### config.mk
export PLATFORM = sky130hd
export DESIGN_NAME = div
export DESIGN_NICKNAME = d
export VERILOG_FILES = /design/src/rtl/div.sv
export SDC_FILE = /design/constraint.sdc
export NUM_CORES = 1
export LEC_CHECK = 0
export BUFFER_PORTS_ARGS = -buffer_cell sky130_fd_sc_hd__buf_2
export CORE_UTILIZATION = 50
export CTS_BUF_LIST = sky130_fd_sc_hd__clkbuf_4 sky130_fd_sc_hd__clkbuf_8 sky130_fd_sc_hd__clkbuf_16
export CTS_CLUSTER_DIAMETER = 60
export DETAILED_ROUTE_END_ITERATION = 10
export HOLD_SLACK_MARGIN = 0.05
export PLACE_DENSITY = 0.73
export SYNTH_ARGS = -nofsm -noshare
export SYNTH_HDL_FRONTEND = slang
export SYNTH_SLANG_ARGS = --single-unit
### constraint.sdc
create_clock -name clk -period 3.04 [get_ports clk]
set_input_delay 0.304 -clock clk [delete_from_list [all_inputs] [get_ports clk]]
set_output_delay 0.304 -clock clk [all_outputs]
set_load 0.02 [all_outputs]
### src/rtl/div.sv
// Radix-2 restoring divider for DIV/DIVU beside EX: one quotient bit per clock,
// result presented as {remainder, quotient} and held until EX drops start_i.
//
// state  | meaning
// FREE   | idle, result and ready cleared, waiting for an accepted start
// BYZERO | divisor was zero; result forced to 0 on the next edge
// ON     | iterating one restoring step per clock, then sign fix-up
// END    | result held with ready high until start_i drops
module div #(
    parameter int DATA_W = 32
) (
    input  logic                clk,
    input  logic                rst,
    input  logic                signed_div_i,
    input  logic [DATA_W-1:0]   opdata1_i,
    input  logic [DATA_W-1:0]   opdata2_i,
    input  logic                start_i,
    input  logic                annul_i,
    output logic [2*DATA_W-1:0] result_o,
    output logic                ready_o
);

    localparam int CNT_W = $clog2(DATA_W + 1);
    localparam logic [CNT_W-1:0] CNT_LAST = CNT_W'(DATA_W);

    typedef enum logic [1:0] {
        FREE   = 2'd0,
        BYZERO = 2'd1,
        ON     = 2'd2,
        END    = 2'd3
    } state_t;

    state_t              state;
    logic [CNT_W-1:0]    cnt;
    logic [2*DATA_W:0]   work;
    logic [DATA_W-1:0]   div_abs;
    logic                sgn_q;
    logic                neg1_q;
    logic                neg2_q;

    logic [DATA_W-1:0]   op1_abs;
    logic [DATA_W-1:0]   op2_abs;
    logic [DATA_W:0]     diff;
    logic [DATA_W-1:0]   quo;
    logic [DATA_W-1:0]   rem;
    logic [DATA_W-1:0]   quo_fix;
    logic [DATA_W-1:0]   rem_fix;

    always_comb begin
        op1_abs = opdata1_i;
        op2_abs = opdata2_i;
        if (signed_div_i && opdata1_i[DATA_W-1]) begin
            op1_abs = -opdata1_i;
        end
        if (signed_div_i && opdata2_i[DATA_W-1]) begin
            op2_abs = -opdata2_i;
        end
    end

    // The work register carries a built-in left shift, so the partial
    // remainder under test is always the slice just above the quotient bits.
    always_comb begin
        diff = {1'b0, work[2*DATA_W-1:DATA_W]} - {1'b0, div_abs};
        quo  = work[DATA_W-1:0];
        rem  = work[2*DATA_W:DATA_W+1];
        quo_fix = quo;
        rem_fix = rem;
        if (sgn_q && (neg1_q ^ neg2_q)) begin
            quo_fix = -quo;
        end
        if (sgn_q && neg1_q) begin
            rem_fix = -rem;
        end
    end

    always_ff @(posedge clk) begin
        if (rst) begin
            state    <= FREE;
            cnt      <= '0;
            work     <= '0;
            div_abs  <= '0;
            sgn_q    <= 1'b0;
            neg1_q   <= 1'b0;
            neg2_q   <= 1'b0;
            result_o <= '0;
            ready_o  <= 1'b0;
        end else begin
            case (state)
                FREE: begin
                    ready_o  <= 1'b0;
                    result_o <= '0;
                    if (start_i && !annul_i) begin
                        sgn_q  <= signed_div_i;
                        neg1_q <= opdata1_i[DATA_W-1];
                        neg2_q <= opdata2_i[DATA_W-1];
                        if (opdata2_i == '0) begin
                            state <= BYZERO;
                        end else begin
                            state   <= ON;
                            cnt     <= '0;
                            div_abs <= op2_abs;
                            work    <= {{DATA_W{1'b0}}, op1_abs, 1'b0};
                        end
                    end
                end
                BYZERO: begin
                    state    <= END;
                    result_o <= '0;
                    ready_o  <= 1'b1;
                end
                ON: begin
                    if (annul_i) begin
                        state   <= FREE;
                        cnt     <= '0;
                        ready_o <= 1'b0;
                    end else if (cnt != CNT_LAST) begin
                        if (diff[DATA_W]) begin
                            work <= {work[2*DATA_W-1:0], 1'b0};
                        end else begin
                            work <= {diff[DATA_W-1:0], work[DATA_W-1:0], 1'b1};
                        end
                        cnt <= cnt + 1'b1;
                    end else begin
                        result_o <= {rem_fix, quo_fix};
                        ready_o  <= 1'b1;
                        cnt      <= '0;
                        state    <= END;
                    end
                end
                END: begin
                    if (!start_i) begin
                        state    <= FREE;
                        ready_o  <= 1'b0;
                        result_o <= '0;
                    end
                end
                default: begin
                    state <= FREE;
                end
            endcase
        end
    end

endmodule

# After elaboration in Yosys (flattened, before gate mapping)
# Cells that the tools add are included.
dict set report totals {
  ff_bits 173
  in_bits 69
  out_inout_bits 65
}
dict set report op_classes {
  add_sub_neg 6
  eq_ne 11
  muxes 29
  bitwise_logic 2
  n_reduce_logical 17
}
# operator count
set op_table {}
lappend op_table {{$mux 65} 5}
lappend op_table {{$mux 64} 3}
lappend op_table {{$pmux 64 s3} 1}
lappend op_table {{$pmux 65 s2} 1}
lappend op_table {{$mux 32} 4}
lappend op_table {{$neg 32->32} 4}
lappend op_table {{$sub 32x32->33} 1}
lappend op_table {{$logic_not 32->1} 1}
lappend op_table {{$mux 6} 4}
lappend op_table {{$ne 2x2->1 const B} 6}
lappend op_table {{$pmux 6 s2} 1}
lappend op_table {{$reduce_and 3->1} 4}
lappend op_table {{$mux 2} 5}
lappend op_table {{$pmux 2 s4} 1}
lappend op_table {{$add 6x1->6 const B} 1}
lappend op_table {{$ne 6x6->1 const B} 1}
lappend op_table {{$logic_and 1x1->1} 5}
lappend op_table {{$reduce_and 5->1} 1}
lappend op_table {{$eq 2x2->1 const B} 2}
lappend op_table {{$pmux 1 s4} 1}
lappend op_table {{$reduce_and 2->1} 2}
lappend op_table {{$mux 1} 3}
lappend op_table {{$ne 3x3->1 const B} 1}
lappend op_table {{$eq 2x1->1 const B} 1}
lappend op_table {{other kinds (6)} 6}

# Logic depth before layout (Yosys ltp)
dict set report logic_depth {
  depth_word 6
  mapped_depth 15
}

# Worst setup path after synthesis
# No wires, ideal clock.
dict set report synth_path {
  kind {reg-to-reg}
  from {register work[32]}
  to {register work[62]}
  setup_time_ps 125
  arrival_ps 2902
  required_ps 2915
  path_slack_ps 13
  path_stages_with_launch 14
  n_path_buf 2
  path_cell_list {dfxtp_1 > inv_1 > ha_1 > fa_1 > nand2b_1 > a21oi_1 > o221a_2 > o211ai_1 > o31ai_1 > a31oi_1 > clkbuf_1 > clkbuf_1 > a32oi_1 > o21ai_0}
}
dict set report synth_via {
  elab_chain_cells 5
}
# element line
set synth_rtl {}
lappend synth_rtl {{start: declaration} 35} ;# logic [2*DATA_W:0] work;
lappend synth_rtl {{start signal: assignment} 102} ;# work <= {{DATA_W{1'b0}}, op1_abs, 1'b0};
lappend synth_rtl {{start signal: assignment} 118} ;# work <= {work[2*DATA_W-1:0], 1'b0};
lappend synth_rtl {{start signal: assignment} 120} ;# work <= {diff[DATA_W-1:0], work[DATA_W-1:0], 1'b1};
lappend synth_rtl {{$sub 32x32->33} 63} ;# diff = {1'b0, work[2*DATA_W-1:DATA_W]} - {1'b0, div_abs};
lappend synth_rtl {{$mux 65} 117} ;# if (diff[DATA_W]) begin
lappend synth_rtl {{$mux 65} 116} ;# end else if (cnt != CNT_LAST) begin
lappend synth_rtl {{$mux 65} 112} ;# if (annul_i) begin
lappend synth_rtl {{$pmux 65 s2} 88} ;# case (state)
# Every way passes these cells. The select of a mux whose other input is x is not followed.
# A chain may end at the register's enable or synchronous reset.

# Worst setup path in the final report
dict set report layout_path {
  from {register work[32]}
  to {register work[56]}
}
# The elaborated chain is that of the path after synthesis.

==> run metrics <==
top sig layer met4; layout cells sized above 1 16.6%; clk_skew 0.0107 ns; DIE AREA 22300 um2; Hold Path Origin opdata1_i[31]; top cells by count, synth nor2_1 (185), dfxtp_1 (173), nand2_1 (157); post-route ant nets 0; Final Util 61.0%; compound-gate portion of the synthesized area 25.3%; core area 21200 um2; Initial Util 51.4%; largest family of logic cells by synthesized area compound AO/OA/AOI/OAI gates; Crit Path Class flop to flop; Worst slew margin 19.3%; Routed WL per cell 15.8 um; Pre-antenna DRT Iters 5; Post-Layout Cell Count 1857; Num CTS Buffers 17; Most used DFF post-synth dfxtp_1; met2 wire len 12700 um; synthesized area per cell 7.64 um2; flop2flop setup slack 0.07 ns; Net Sw Frac 37.7%; Required @ worst endpoint 3.37 ns; Residual DRC 0; largest net degree at the start of global routing 87; Clock Tree Root clkbuf_16; Die Width 149 um; Post-DP HPWL 21900 um; Leak 5.52 nW; Yosys top cell by area dfxtp_1; Place WS -0.0526 ns; vias in the first global route 9327; FMAX 336 MHz; Crit path arrival time 3.30 ns; Yosys warning count 0; Die Y 149 um; Worst Tran Pin Value 1.21 ns; crit-path max FO 7; hold_ws 0.152 ns; Placer Congestion 0.915; Max rail drop VDD 0.354 mV; P_int 5.02 mW; Setup TNS Final 0 ns; Post-synth EDFFs 0; Register Area 3460 um2; # hold bufs at CTS 0; worst skew pair latency 0.44 ns; xor/xnor cell area share of the yosys netlist 11.4%; share of the yosys chip area belonging to registers 31.9%; Area after DPL 12100 um2; top cells by area, synth dfxtp_1 (32%), nor2_1 (6.4%), xor2_1 (6.2%); Combinational Power Share 35.9%; met1 WL 14600 um; final setup fails 0; Yosys reg bits 173; Final nets 1683; GR Util All Layers 26.1%; Via density 5.66; post-synthesis adder-cell area fraction 5.25%; Area growth syn-to-layout 18.8%; CTS tree done; post-synthesis mux area share 1.38%; Simple-Gate Fraction of Synth Area 19.7%; CP Capture Type flop; cell count after synthesis 1421; ys async rst share 0%; status complete, no violations; total congestion overflow 0; P per Cell Area 624 nW/um2; post-synth top area share 31.9%; port bufs 133; Clock Path Buffers 2; clock power share 30.5%; RSZ-0062 raised after global routing yes; DR vias 10500; Synthesized Nets 1535; FP Rows 53; final hold violations 0; top-count cell post-synth nor2_1; MaxCap Viol Count 0; ant diodes 0; first-pass GRT wire length 46600 um; initial antenna violation count 0; Final Power 8.05 mW; sequential power share 33.6%; final worst slack 0.0670 ns; Routed WL 29300 um; area of the multi-input gates 6920 um2; Finished Cell Area 12900 um2; IO Pins 134; H-tree lvl count 4; Tmin final 2.97 ns; # fillers 1865; max-slew violations 0; reg2reg start work[32]; Inst Count DP 1820; Synth cell types 64; Met3 Routed Length 1690 um; NetSw 3.04 mW; Mapped Area 10900 um2; final period utilization 97.8%; HP Class input pin to flop; clk sink count 173; crit start category flop; worst setup path start work[32]; initial DRC count 715; clk slew on worst S/H paths 0.07 ns
==> registers in the layout, summed over array words and instances (netlist names) <==
signal and count:
work 65, neg1_q 1, state 2, cnt 6, div_abs 32, neg2_q 1, ready_o 1, result_o 64
sgn_q 1
==> power by group through the flow <==
stage	Combinational, mW	Clock, mW	Sequential (mW)
6_report	2.89	2.46	2.70
5_1_grt	3.20	2.58	2.74
4_1_cts	2.80	2.49	2.70
3_5_place_dp	2.78	0	2.75
3_3_place_gp	2.74	0	2.74
2_1_floorplan	2.03	0	2.67
==> what timing repair did <==
item / 4_1_cts / 5_1_grt
endpoints found under the setup margin: 23 / 32
setup buffers: 0 / 6
gates resized for setup: 2 / 17
pin swaps: 0 / 10
==> layout make-up <==
| cell class | instances | area share (%) |
|---|---|---|
| clock buffers | 18 | 3.40 |
| clock inverters | 14 | 1.68 |
| inverters | 58 | 1.69 |
| multi-input cells | 1109 | 53.7 |
| flip-flops and latches | 173 | 26.8 |
| well taps | 275 | 2.67 |
| repair buffers | 210 | 10.1 |
==> worst max-delay path: stages (launching register included) <==
cell and delay [ns]:
dfxtp_2 0.33, inv_2 0.05, ha_4 0.15, fa_2 0.36, nand2b_4 0.17, a21oi_4 0.19
o221a_4 0.21, o211ai_1 0.14, o31ai_1 0.28, buf_4 0.18, a31oi_4 0.15, buf_6 0.18
buf_4 0.14, nand2_1 0.05, o21ai_0 0.07, a22o_1 0.18
==> path summary, 6_finish.rpt <==
kind                   end  cells past startpoint
setup / recovery  work[56]                     15
hold / removal      neg1_q                      3
setup reg to reg  work[56]                     15
hold reg to reg    ready_o                      2
==> cells in the final DEF (no fill, tap or decap), types with 23 or more instances in the layout <==
| cell type | count |
|---|---|
| nor2_1 | 185 |
| dfxtp_1 | 172 |
| nand2_1 | 157 |
| buf_2 | 132 |
| a21oi_1 | 128 |
| o21ai_0 | 78 |
| xor2_1 | 77 |
| buf_4 | 73 |
| xnor2_1 | 64 |
| inv_1 | 56 |
| ha_1 | 41 |
| a22oi_1 | 40 |
| a211oi_1 | 33 |
| nor3_1 | 28 |
| a22o_1 | 26 |
| nand3_1 | 23 |
==> logic make-up (layout without fill, tap and decap cells) <==
group / after synthesis / in the layout
compound gates: 428 / 428
xor+xnor: 141 / 141
fa+ha+maj: 45 / 45
buf+inv: 139 / 300
flops: 173 / 173
mux: 15 / 15
simple gates: 480 / 480
==> layer usage <==
metal  global-route usage [%]  vias up
met5                        0        -
li1                         -     5330
met1                     38.0     4846
met4                     6.48        0
met2                     40.2      310
met3                     3.58       24
Power figures use the tool's default switching activity.
